===== src/rtl/signed_add_acc.sv =====
// Registered signed adder / accumulator behind valid/ready handshakes on both sides.
// Overflow in accumulate mode either wraps or saturates (SAT) and sets a sticky flag.
module signed_add_acc #(
    parameter int unsigned W     = 4,
    parameter int unsigned ACC_W = 8,
    parameter bit          SAT   = 1'b0
) (
    input  logic             clk,
    input  logic             rst_n,
    input  logic             in_valid,
    output logic             in_ready,
    input  logic [W-1:0]     a,
    input  logic [W-1:0]     b,
    input  logic             mode,
    input  logic             clr,
    output logic             out_valid,
    input  logic             out_ready,
    output logic [ACC_W-1:0] z,
    output logic             ovf
);

    localparam int unsigned EW = ACC_W + 2;
    localparam logic [ACC_W-1:0] ACC_MAX = {1'b0, {(ACC_W-1){1'b1}}};
    localparam logic [ACC_W-1:0] ACC_MIN = {1'b1, {(ACC_W-1){1'b0}}};

    logic [ACC_W-1:0] acc;
    logic             accept;
    logic             consume;

    logic [ACC_W-1:0] a_w, b_w, add_sum;
    logic [EW-1:0]    a_e, b_e, acc_e, base_e, acc_sum;
    logic             fits;
    logic [ACC_W-1:0] acc_res;

    logic [ACC_W-1:0] z_d, acc_d;
    logic             out_valid_d, ovf_d;

    assign in_ready = !out_valid || out_ready;
    assign accept   = in_valid && in_ready;
    assign consume  = out_valid && out_ready;

    // Add mode always fits in ACC_W because ACC_W >= W+1.
    assign a_w     = {{(ACC_W-W){a[W-1]}}, a};
    assign b_w     = {{(ACC_W-W){b[W-1]}}, b};
    assign add_sum = a_w + b_w;

    // Two guard bits keep acc + a + b exact before the range check.
    assign a_e     = {{(EW-W){a[W-1]}}, a};
    assign b_e     = {{(EW-W){b[W-1]}}, b};
    assign acc_e   = {{2{acc[ACC_W-1]}}, acc};
    assign base_e  = clr ? '0 : acc_e;
    assign acc_sum = base_e + a_e + b_e;

    // In range iff the top three bits agree (pure sign extension of ACC_W bits).
    assign fits    = (acc_sum[EW-1:ACC_W-1] == {3{acc_sum[EW-1]}});

    always_comb begin
        acc_res = acc_sum[ACC_W-1:0];
        if (!fits && SAT) begin
            acc_res = acc_sum[EW-1] ? ACC_MIN : ACC_MAX;
        end
    end

    always_comb begin
        z_d         = z;
        acc_d       = acc;
        out_valid_d = out_valid;
        ovf_d       = ovf;
        if (accept) begin
            out_valid_d = 1'b1;
            if (clr) begin
                acc_d = '0;
                ovf_d = 1'b0;
            end
            if (mode) begin
                z_d   = acc_res;
                acc_d = acc_res;
                ovf_d = (ovf && !clr) || !fits;
            end else begin
                z_d = add_sum;
            end
        end else if (consume) begin
            out_valid_d = 1'b0;
        end
    end

    always_ff @(posedge clk or negedge rst_n) begin
        if (!rst_n) begin
            z         <= '0;
            acc       <= '0;
            out_valid <= 1'b0;
            ovf       <= 1'b0;
        end else begin
            z         <= z_d;
            acc       <= acc_d;
            out_valid <= out_valid_d;
            ovf       <= ovf_d;
        end
    end

endmodule


===== config.mk =====
export PLATFORM = sky130hd
export DESIGN_NAME = signed_add_acc
export DESIGN_NICKNAME = d
export VERILOG_FILES = /design/src/rtl/signed_add_acc.sv
export SDC_FILE = /design/constraint.sdc
export NUM_CORES = 1
export LEC_CHECK = 0
export BUFFER_PORTS_ARGS = -buffer_cell sky130_fd_sc_hd__buf_4
export CAP_MARGIN = 20
export CORE_MARGIN = 4
export CORE_UTILIZATION = 55
export CTS_CLUSTER_DIAMETER = 200
export DETAILED_ROUTE_END_ITERATION = 16
export GPL_ROUTABILITY_DRIVEN = 0
export PLACE_DENSITY = 0.89
export SLEW_MARGIN = 20
export SYNTH_ARGS = -nofsm -noshare
export SYNTH_HDL_FRONTEND = slang
export SYNTH_SLANG_ARGS = --single-unit

===== constraint.sdc =====
create_clock -name clk -period 3.7 [get_ports clk]
set_input_delay 0 -clock clk [delete_from_list [all_inputs] [get_ports clk]]
set_output_delay 0 -clock clk [all_outputs]
set_load 0.02 [all_outputs]

==> results.ini <==
[critical_path]
crit_family=compound AO/OA/AOI/OAI gates
cp_cell_sequence=nor2b_1, fa_1, ha_1, inv_1, fa_1, nor2b_4, o31a_4, o32a_2, a211o_1, a21oi_1, o41ai_2
critPathBufInv=1
path_common_cell=fa_1
critical_path.max_stage_delay_ns=0.44
cp-start-kind=flop
crit_type=reg -> reg
worstPathArrival_ns=3.02
endpoint_kind=flop
critPathMaxFanout=4
cp_slowest_cell=fa_1
worstPathRequired_ns=3.89

[routing]
drt_iter0_markers=39
drc=0
drt-total-wl_um=3160
vias=1172
vias_per_cell=5.86
ant_nets=0
dr.pass1.iters=4
wl_per_cell_um=15.8

[synthesis]
synth_most_common_cell=nand2_1
synth_edf_count=0
synth_cells=143
seq_area_frac_synth=0.315
synth_fp_nets=179
avgSynthCellArea_um2=10.0
muxShareOfSynthArea=0.0140
synth_xor_area_frac=0.0306
synth-compound-area-share=0.209
netlist_top_cells_count=nand2_1, dfrtp_1, ha_1, o21ai_0, a21oi_1
synth_fa_ha_area_frac=0.245
ys_ff_latch=18
yosysWarnings=0
synth_top_area_share=0.315
yosys.area.top_type=dfrtp_1
yosys.area_share.simple=0.166
synthTopCellsByArea=dfrtp_1, fa_1, ha_1
async_flop_share=1.00
synth_top_family_by_area=adder cells
syn-cell-area_um2=1430
synth_cell_type_count=38
synthFlopType=dfrtp_1

[cells_and_area]
finalNetCount=207
utilization=0.684
syn2layout_area_growth_pct=18.4
drive_above_1_share=0.206
diodes=0
fill_cells=214

[floorplanning]
dieArea_um2=3480
io_pins=25
core_area_um2=2480
row_count=18
die_h_um=59.0
initial_core_util=0.578
die-width_um=59.0

[min_path]
hold_class=in -> reg

[global_routing]
grt_usage=0.203
overflow=0
antenna_found_initial=0
grt_pass1_wl_um=5310
grt_max_degree=19
grt_pass1_vias=1210

[job]
drv_cap=0

[cts]
clk_pin_slew_worst_paths_ns=0.11
cts_tree=built
ctsHtreeMaxLevel=1
postCtsSetupBuffers=0
numCtsBuffers=3
insertion_delay_ns=0.30
clock_sinks=18
cts_buffer_depth=2
cts-root-buf=clkbuf_4

[sta]
setup-violations-final=0
slew_headroom=0.622
hold_viol_final=0
fmax_mhz=353
skew_ns=0.00686
final.setup.tns_ns=0
min_period_ns=2.83
drv_slew=0
rsz0062_at_grt=no
tightestPinTransition_ns=0.563
min_period_over_period=0.765

[power_and_ir_drop]
cellLeakagePower_nw=0.812
ir_drop_mv=0.464
p_per_area_nw_per_um2=604

[outcome]
outcome=finished clean

[place]
io_buffers=24
dp.final_hpwl_um=2590

layout make-up:
cell class,instances,area (um2),area share
Multi-Input combinational cell,117,951,0.561
Sequential cell,18,450,0.266
Timing Repair Buffer,26,200,0.118
Tap cell,30,37.5,0.0222
Clock buffer,4,36.3,0.0214
Inverter,5,18.8,0.0111
cell usage in the layout (no fill, tap or decap), drive strengths merged, types with 3 or more instances in the layout:
cell	instances
ha	12
dfrtp	18
xnor2	3
a21oi	11
nor2b	9
inv	5
a22o	5
nor2	4
buf	24
nand2	21
fa	10
o21ai	13
clkbuf	4
power by group:
| part | leakage [nW] | internal (mW) | switching [mW] |
|---|---|---|---|
| sequential | 0.225 | 0.262 | 0.0330 |
| clock | 0.0210 | 0.0601 | 0.0635 |
| combinational | 0.565 | 0.274 | 0.331 |
registers in the layout (all words and copies together), names as in the netlist:
register	cells
acc	8
ovf	1
out_valid	1
z	8
cells by family after synthesis:
logic type | Yosys count
and+or+nand+nor | 46
adders and majority gates | 22
xor gates and xnor gates | 5
AOI/OAI and AO/OA | 42
buffers and inverters | 8
DFF | 18
muxes | 2
timing repair:
action | 4_1_cts | 5_1_grt
endpoints found under the hold margin | 19 | 0
gates resized for setup | 0 | 0
hold buffers | 2 | 0
worst register-to-register path: cells and delay by family, from the launching register on:
family / cells / cell delay, ns
AO/OA/AOI/OAI: 5 / 1.13
adder cells (fa/ha/maj): 3 / 0.92
buffers and inverters: 1 / 0.07
flip-flops: 1 / 0.36
AND/OR/NAND/NOR: 2 / 0.24
metrics by stage:
| step | cell area (um2) | hold WS, ns | total power, mW | instances | worst slack [ns] |
|---|---|---|---|---|---|
| detailed placement | 1640 | -0.119 | 0.901 | 194 | 0.890 |
| global route | 1690 | 0.0269 | 1.11 | 200 | 0.729 |
| finish | 1690 | 0.0459 | 1.02 | 200 | 0.868 |
| global placement | 1640 | -0.126 | 0.862 | 194 | 1.00 |
| floorplan | 1430 | -0.296 | 0.723 | 143 | 1.06 |
| CTS | 1690 | 0.0376 | 1.03 | 200 | 0.874 |
worst paths after layout:
check / startpoint / to / slack [ns] / cells past startpoint
setup reg to reg: acc[1]$_DFFE_PN0P_ / ovf$_DFFE_PN0P_ / 0.87 / 11
setup / recovery: acc[1]$_DFFE_PN0P_ / ovf$_DFFE_PN0P_ / 0.87 / 11
max in group asynchronous: rst_n / acc[7]$_DFFE_PN0P_ / 3.41 / 2
min in group asynchronous: rst_n / z[1]$_DFFE_PN0P_ / 0.09 / 2
hold reg to reg: acc[6]$_DFFE_PN0P_ / acc[6]$_DFFE_PN0P_ / 0.49 / 2
hold / removal: out_ready / out_valid$_DFFE_PN0P_ / 0.05 / 3
metal layers:
layer | GRT usage | vias up | part of all wire
met5 | 0 | - | 0
li1 | - | 565 | -
met1 | 0.236 | 561 | 0.38
met3 | 0.0523 | 9 | 0.058
met2 | 0.361 | 37 | 0.54
met4 | 0.0712 | 0 | 0.022
Note: power is estimated with default switching activity, not from simulation.
